$ cat config.mk
export PLATFORM = sky130hd
export DESIGN_NAME = alu_arbiter
export DESIGN_NICKNAME = d
export VERILOG_FILES = /design/src/rtl/alu_arbiter.sv
export SDC_FILE = /design/constraint.sdc
export NUM_CORES = 1
export LEC_CHECK = 0
export BUFFER_PORTS_ARGS = -buffer_cell sky130_fd_sc_hd__buf_2
export CORE_ASPECT_RATIO = 1.75
export CORE_MARGIN = 1.5
export CORE_UTILIZATION = 42
export CTS_CLUSTER_SIZE = 8
export DETAILED_ROUTE_END_ITERATION = 12
export GPL_TIMING_DRIVEN = 0
export PLACE_DENSITY = 0.86
export SYNTH_ARGS = -nofsm -noshare
export SYNTH_HDL_FRONTEND = slang
export SYNTH_SLANG_ARGS = --single-unit
$ cat constraint.sdc
create_clock -name clk -period 2.6 [get_ports clk]
set_input_delay 0.13 -clock clk [delete_from_list [all_inputs] [get_ports clk]]
set_output_delay 0.13 -clock clk [all_outputs]
set_load 0.05 [all_outputs]
$ cat src/rtl/alu_arbiter.sv
// alu_arbiter: round-robin sharing of one 16-bit combinational ALU
// between two requesters. Each op takes 3 cycles: IDLE, EXEC, RESP.
// Ports:
//   clk, rst_n                 clock, async active-low reset
//   reqN_valid/ready           request handshake, ready only in IDLE
//   reqN_a/b/cin/mode          request operands
//   reqN_lock                  keep the grant for the next op
//                              (used only when ALU_ARB_LOCK_EN is defined)
//   alu_a/b/cin/mode           registered operands to the ALU
//   alu_y/cout/overflow        ALU result, captured in EXEC
//   rsp_valid/ready            response handshake
//   rsp_id/y/cout/overflow     requester index, result, masked flags
module alu_arbiter #(
   parameter int N = 16,
   parameter int M = 4
) (
   input  logic         clk,
   input  logic         rst_n,
   input  logic         req0_valid,
   output logic         req0_ready,
   input  logic [N-1:0] req0_a,
   input  logic [N-1:0] req0_b,
   input  logic         req0_cin,
   input  logic [M-1:0] req0_mode,
   input  logic         req0_lock,
   input  logic         req1_valid,
   output logic         req1_ready,
   input  logic [N-1:0] req1_a,
   input  logic [N-1:0] req1_b,
   input  logic         req1_cin,
   input  logic [M-1:0] req1_mode,
   input  logic         req1_lock,
   output logic [N-1:0] alu_a,
   output logic [N-1:0] alu_b,
   output logic         alu_cin,
   output logic [M-1:0] alu_mode,
   input  logic [N-1:0] alu_y,
   input  logic         alu_cout,
   input  logic         alu_overflow,
   output logic         rsp_valid,
   input  logic         rsp_ready,
   output logic         rsp_id,
   output logic [N-1:0] rsp_y,
   output logic         rsp_cout,
   output logic         rsp_overflow
);

   typedef enum logic [1:0] {IDLE, EXEC, RESP} state_t;

   state_t state, state_nxt;
   logic   last_grant;
   logic   rr_gnt;
   logic   gnt;
   logic   accept;
   logic   flags_en;

   // Tie goes to the port that did not win last time.
   assign rr_gnt = (req0_valid && req1_valid) ? ~last_grant : req1_valid;

`ifdef ALU_ARB_LOCK_EN
   logic lock_q;
   logic lock_hit;

   // A held lock always belongs to the last granted port.
   assign lock_hit = lock_q && (last_grant ? req1_valid : req0_valid);
   assign gnt      = lock_hit ? last_grant : rr_gnt;

   always_ff @(posedge clk or negedge rst_n) begin
      if (!rst_n) begin
         lock_q <= 1'b0;
      end else if (accept) begin
         lock_q <= gnt ? req1_lock : req0_lock;
      end
   end
`else
   logic unused_lock;

   assign unused_lock = req0_lock ^ req1_lock;
   assign gnt         = rr_gnt;
`endif

   // Flags are meaningful only for the add/subtract modes.
   assign flags_en = (alu_mode[M-1:1] == 3'b010);

   always_ff @(posedge clk or negedge rst_n) begin
      if (!rst_n) begin
         state <= IDLE;
      end else begin
         state <= state_nxt;
      end
   end

   always_comb begin
      state_nxt  = state;
      accept     = 1'b0;
      req0_ready = 1'b0;
      req1_ready = 1'b0;
      rsp_valid  = (state == RESP);
      unique case (state)
         IDLE: begin
            // rst_n gating keeps ready low while reset is held.
            if (rst_n && (req0_valid || req1_valid)) begin
               accept     = 1'b1;
               req0_ready = ~gnt;
               req1_ready = gnt;
               state_nxt  = EXEC;
            end
         end
         EXEC: state_nxt = RESP;
         RESP: begin
            if (rsp_ready) begin
               state_nxt = IDLE;
            end
         end
         default: state_nxt = IDLE;
      endcase
   end

   always_ff @(posedge clk or negedge rst_n) begin
      if (!rst_n) begin
         last_grant   <= 1'b1;
         alu_a        <= '0;
         alu_b        <= '0;
         alu_cin      <= 1'b0;
         alu_mode     <= '0;
         rsp_id       <= 1'b0;
         rsp_y        <= '0;
         rsp_cout     <= 1'b0;
         rsp_overflow <= 1'b0;
      end else begin
         if (accept) begin
            last_grant <= gnt;
            rsp_id     <= gnt;
            alu_a      <= gnt ? req1_a : req0_a;
            alu_b      <= gnt ? req1_b : req0_b;
            alu_cin    <= gnt ? req1_cin : req0_cin;
            alu_mode   <= gnt ? req1_mode : req0_mode;
         end
         if (state == EXEC) begin
            rsp_y        <= alu_y;
            rsp_cout     <= flags_en & alu_cout;
            rsp_overflow <= flags_en & alu_overflow;
         end
      end
   end

endmodule

==> metrics.txt, run 1 <==
H-tree Lvls 3; WHS slightly above 0.02 ns; r2r worst-path depth 5; Global Route met3 Usage 0.0468; normalized max-slew margin 0.666; Inserted Diodes 0; Max VDD drop approximately 580 µV; Tot GR Track Use 0.235; DRC errors left 0; synthesized flop and latch total between 50 and 60; Distinct cells, synth 23; Clock Latency Late Sink 0.32 ns; WL/cell roughly 16 µm; Fmax ~490 MHz; critical path startpoint last_grant$_DFFE_PN1P_; FF-to-FF End alu_a[9]$_DFFE_PN0P_; global routing usage on met1 0.278; commonest non-fill, non-tap cell in the layout buf_2; port bufs 155; crit end category primary output; DPL Wire Length around 5500 µm; starting density of the core 0.430; status finished clean; Die Wd about 64 µm; met2 Use GR 0.398; Slew Limit Fails 0; final setup violation count 0; Hold Vio Cnt, Final 0; Yosys warnings 0; Core Footprint 6440 µm²; Iteration-0 DRC Markers 220; CP max-delay cell dfstp_2; Critical Path Start Type flop; Sink Count 59; CP Capture Point req0_ready; RD Place Congestion about 0.82; commonest cells after routing, fill and taps aside buf_2 (166), dfrtp_1 (58), nand2_1 (42); DR pass1 iterations 4; post-DR vias/cell approximately 5.3; largest net degree at the start of global routing 62; CTS tree done; initial antenna violation count 0; Post-Syn Instances 230; row count 39; synthesized area per cell approximately 12 µm²; Seq/Total Area, Yosys 0.534; Syn Nets ~330; RSZ-0062 raised after global routing no; first-pass GRT wire length about 13000 µm; CTS Buf Count 9; gr busiest metal met2; hold depth 2; root buf cell clkbuf_16; Post-Syn Area 2770 µm²; crit path kind flop to primary output; NumNets Final slightly below 500; Tcrit/Tclk final 0.780; Placement Cell Area about 3600 µm²; multi-input logic area around 1100 µm²; die area 7110 µm²; CP Cell Sequence nor2b_1, buf_4, buf_2, nand3b_1, inv_1, buf_2; Max clock buf depth 2; vias between 2000 and 3000; pre-CTS WS between 0.009 and 0.01 ns; Max Cap Viol 0; final instance area approximately 4000 µm²; Final Non-Filler Cells about 490; Post-Route WL about 8000 µm; Placed Instances 467; Most common cell on crit path buf_2; CP Data Required Time 2.47 ns; Hold-fix buffers, CTS 0; Worst-Margin Slew between 0.5 and 0.6 ns; Leak ~0.0020 µW; CTS resizes 0; Final ANT Viol Nets 0; Worst-path clk slew 0.05 ns; layout cell share with drive strength beyond 1 0.591; r2r setup slk roughly 0.95 ns; top-level I/O count about 160; grt total ovfl 0; area delta synth->final 45.0%; fill count about 540; final setup margin ~0.57 ns; Setup TNS 0 ns; Die H 110 µm; power per cell area ~1400 nW/µm²; clk_skew around 0.0023 ns; Crit Path Max Fanout 10; post-CTS setup buffer count 0; Hold/Removal Path Class primary input to flop; CP arrival roughly 1.9 ns; RR Startpoint state[1]$_DFFE_PN0P_; fin crit period roughly 2.0 ns; FF/Latch Area around 1500 µm²; vias in the first global route 2609; critical path's largest stage delay approximately 0.53 ns
## cells by family (layout without fill, tap and decap cells)
| logic type | after synthesis | in the layout | share of synthesized area |
|---|---|---|---|
| AO/OA/AOI/OAI | 43 | 43 | 0.146 |
| buffers and inverters | 25 | 198 | 0.0542 |
| flip-flops | 59 | 59 | 0.534 |
| multiplexers | 16 | 16 | 0.0651 |
| AND/OR/NAND/NOR | 87 | 87 | 0.201 |
## how the worst min path moves through the flow
stage | startpoint | end
after floorplan | rst_n | alu_a[0]$_DFFE_PN0P_
after global placement | rsp_ready | state[1]$_DFFE_PN0P_
after detailed placement | rsp_ready | state[1]$_DFFE_PN0P_
after CTS | rsp_ready | state[1]$_DFFE_PN0P_
after global routing | alu_y[3] | rsp_y[3]$_DFFE_PN0N_
final | rsp_ready | state[1]$_DFFE_PN0P_
## critical path: cells and delay by family, from the launching register on
kind | cells | cell delay, ns
buffers and inverters | 4 | 0.74
DFF | 1 | 0.53
and+or+nand+nor | 2 | 0.29
## registers in the layout (all words and copies together) (netlist names)
| signal | cells |
|---|---|
| rsp_id | 1 |
| rsp_overflow | 1 |
| alu_mode | 4 |
| alu_b | 16 |
| state | 2 |
| last_grant | 1 |
| alu_cin | 1 |
| rsp_cout | 1 |
| alu_a | 16 |
| rsp_y | 16 |
## area by class of cell
cell class,instances,area share
well taps,82,0.0256
clock inverters,5,0.0187
repair buffers,157,0.203
flip-flops and latches,59,0.368
plain buffers,22,0.0346
multi-input cells,146,0.284
inverters,3,0.00280
clock buffers,11,0.0629
## routing by layer
metal	up-vias	part of all wire
li1	1185	-
met1	1244	0.38
met2	122	0.54
met3	16	0.059
met4	0	0.021
met5	-	0
## where the power goes
group          switching [µW]  leakage, µW  internal, µW
registers                 239     0.000720          1350
clock network             399     0.000165           885
logic                    2100      0.00114           776
## through the flow
stage               total power (µW)   util
floorplan                       3750      -
global placement                4410  0.566
detailed placement              4460  0.566
CTS                             5790  0.617
global route                    6000  0.623
finish                          5750  0.623
## cells in the mapped netlist
master	instances	area, µm²
a221o_1	37	370
and3_1	1	6.26
buf_2	12	60.1
buf_4	1	7.51
buf_6	5	56.3
clkbuf_1	4	15.0
dfrtp_1	58	1450
dfstp_2	1	26.3
inv_1	3	11.3
mux2_2	16	180
nand2_1	42	158
nand2b_1	1	6.26
nand3b_1	1	7.51
nor2b_1	1	6.26
nor3_1	7	35.0
nor3_2	30	300
nor3b_1	1	7.51
nor3b_2	1	12.5
o21a_1	2	15.0
o21ai_0	3	15.0
o21ai_1	1	5.00
or2b_1	1	7.51
or3b_1	1	8.76
Power figures use the tool's default switching activity.
==> inputs of run 2 (changes only) <==
- ABC_AREA: default -> 1
- PLACE_DENSITY: 0.86 -> 0.85
- clock period: 2.6 -> 1.93 ns (I/O delays scaled with it)
==> run 2 against run 1 <==
The run now ends with hold timing left. Clock power is 20% higher. Cell count is 35% higher. Synthesized cell count is 67% higher. Largest cell class unchanged.
==> metrics.txt, run 2 <==
r2r setup slk 0.56 ns; delay-heaviest family, CP buffers and inverters; port bufs roughly 160; Post-Syn Area roughly 2800 µm²; commonest cells after routing, fill and taps aside nand2_1 (245), buf_2 (164), dfrtp_1 (58); CP arrival around 1.7 ns; Sw Pwr 3690 µW; Final ANT Viol Nets 0; switching part of the total 0.504; top-level I/O count between 150 and 200; largest net degree at the start of global routing 62; Iteration-0 DRC Markers 182; most common cell in the netlist nand2_1; fin crit period 1.76 ns; grt total ovfl 0; Fmax 569 MHz; Leak around 0.0026 µW; post-CTS setup buffer count 0; row count 39; DPL Wire Length about 6100 µm; Slew Limit Fails 0; DR pass1 iterations 4; internal power between 3000 and 4000 µW; Tot GR Track Use 0.253; synthesized flop and latch total 59; vias ~3100; Worst-Margin Slew about 0.54 ns; vias in the first global route around 3300; WHS -0.265 ns; pre-CTS WS -0.300 ns; share of the synthesized area in the top cell type 0.512; initial antenna violation count 0; cell taking the most area after synthesis dfrtp_1; Max clock buf depth 2; CP Buf/Inv Count 4; Die H roughly 110 µm; Clock Latency Late Sink about 0.32 ns; Hold-fix buffers, CTS 17; Distinct cells, synth 14; WL/cell between 10 and 15 µm; Die Wd about 65 µm; die area slightly above 7000 µm²; CP Cell Sequence nand2_2, nand2_2, buf_6, buf_6, inv_2, nor2_1, buf_2; Sequential Power Share 0.283; normalized max-slew margin 0.639; area delta synth->final 47.6%; RSZ-0062 raised after global routing no; Core Footprint ~6500 µm²; Synth Flop Type dfrtp_1; critical path's largest stage delay between 0.5 and 0.6 ns; FF-to-FF End alu_b[15]$_DFFE_PN0P_; crit end category primary output; r2r worst-path depth 7; DRC errors left 0; biggest regs alu_a (16), alu_b (16), rsp_y (16); Worst-path clk slew approximately 0.050 ns; clk_skew between 0.009 and 0.01 ns; Yosys warnings 0; Post-synth EDFFs 0; RR Startpoint last_grant$_DFFE_PN1P_; Clock Power Share 0.209; CP max-delay cell dfstp_2; Max VDD drop approximately 850 µV; critical path startpoint last_grant$_DFFE_PN1P_; CTS tree done; final setup margin 0.173 ns; Inserted Diodes 0; status complete, but fails checks; Post-Syn Instances 383; Hold Vio Cnt, Final slightly below 60; CTS Buf Count 9; power per cell area between 1500 and 2000 nW/µm²; CP Data Required Time 1.83 ns; Sink Count ~60; RD Place Congestion between 0.8 and 0.9; crit path kind flop to primary output; root buf cell clkbuf_16; H-tree Lvls 3; NumNets Final 665; post-layout util 0.640; starting density of the core 0.434; Synth top cells by count nand2_1 (245), dfrtp_1 (58), nand3_1 (37); first-pass GRT wire length roughly 14000 µm; share of synthesized registers carrying an async set or reset 1.00; failing checks hold timing; Critical Path Start Type flop; Hold/Removal Path Class primary input to asynchronous set/reset pin; Post-Route WL slightly below 9000 µm; Comb power frac 0.508; final setup violation count 0; Syn Nets approximately 480; Crit Path Max Fanout 10; commonest non-fill, non-tap cell in the layout nand2_1; synthesized area per cell 7.41 µm²; post-DR vias/cell 4.77; Seq/Total Area, Yosys 0.521; ranking of synthesized cells by area dfrtp_1 (51%), nand2_1 (32%), nand3_1 (6.5%); Tcrit/Tclk final 0.911; layout cell share with drive strength beyond 1 0.356; Max Cap Viol 0
## run 2: changes by cell type in the layout (fill, tap and decap cells not counted), moves of 3 or more
cell,before,now
buf_4,2,9
nand2_1,42,245
inv_2,0,3
nor2_1,0,3
clkbuf_1,4,0
a221o_1,37,0
dlygate4sd3_1,1,17
nor3_2,30,0
nor3_1,7,0
mux2_2,16,0
nand3_1,0,37
nor2_2,0,3
## run 2: worst max path at each step
stage                  to  slack [ns]  cells past startpoint
3_3_place_gp   req0_ready       -0.23                      7
6_report       req0_ready        0.17                      7
5_1_grt        req1_ready        0.06                      7
4_1_cts        req0_ready        0.14                      7
2_1_floorplan  req0_ready        0.27                      6
3_5_place_dp   req0_ready       -0.30                      7
## run 2: power by group through the flow
stage	Sequential, µW	Combinational [µW]	Clock (µW)
5_1_grt	2130	3950	1630
3_5_place_dp	2080	3680	0
2_1_floorplan	3920	868	0
3_3_place_gp	2060	3620	0
6_report	2070	3720	1530
4_1_cts	2070	3710	1560
## run 2: through the flow
step	power, µW	TNS, ns	area [µm²]	cells
4_1_cts	7350	0	4180	653
3_5_place_dp	5760	-3.20	3710	620
6_report	7320	0	4190	653
5_1_grt	7710	0	4190	653
2_1_floorplan	4790	0	2840	383
3_3_place_gp	5670	-0.471	3710	620
## run 2: layout make-up
class,count,area [µm²]
plain buffers,23,163
well taps,82,103
fillers,603,2350
flip-flops and latches,59,1480
inverters,7,26.3
clock buffers,9,225
clock inverters,7,68.8
multi-input cells,294,1170
repair buffers,172,952
## run 2: timing repair
item                       CTS  global route
gates resized for setup      1             1
setup endpoints to repair    2             1
gates cloned                 0             0
hold endpoints to repair    75            58
## run 2: per-layer routing
layer,part of all wire,global-route usage,vias up
met5,0,0,-
met4,0.035,0.136,0
met3,0.043,0.0394,24
met2,0.55,0.458,127
met1,0.37,0.273,1427
li1,-,-,1537
## run 2: logic make-up after synthesis
group                  after synthesis  synth area share
and+or+nand+nor                    291             0.407
buffers and inverters               30            0.0666
DFF                                 59             0.521
AOI/OAI and AO/OA                    3           0.00529
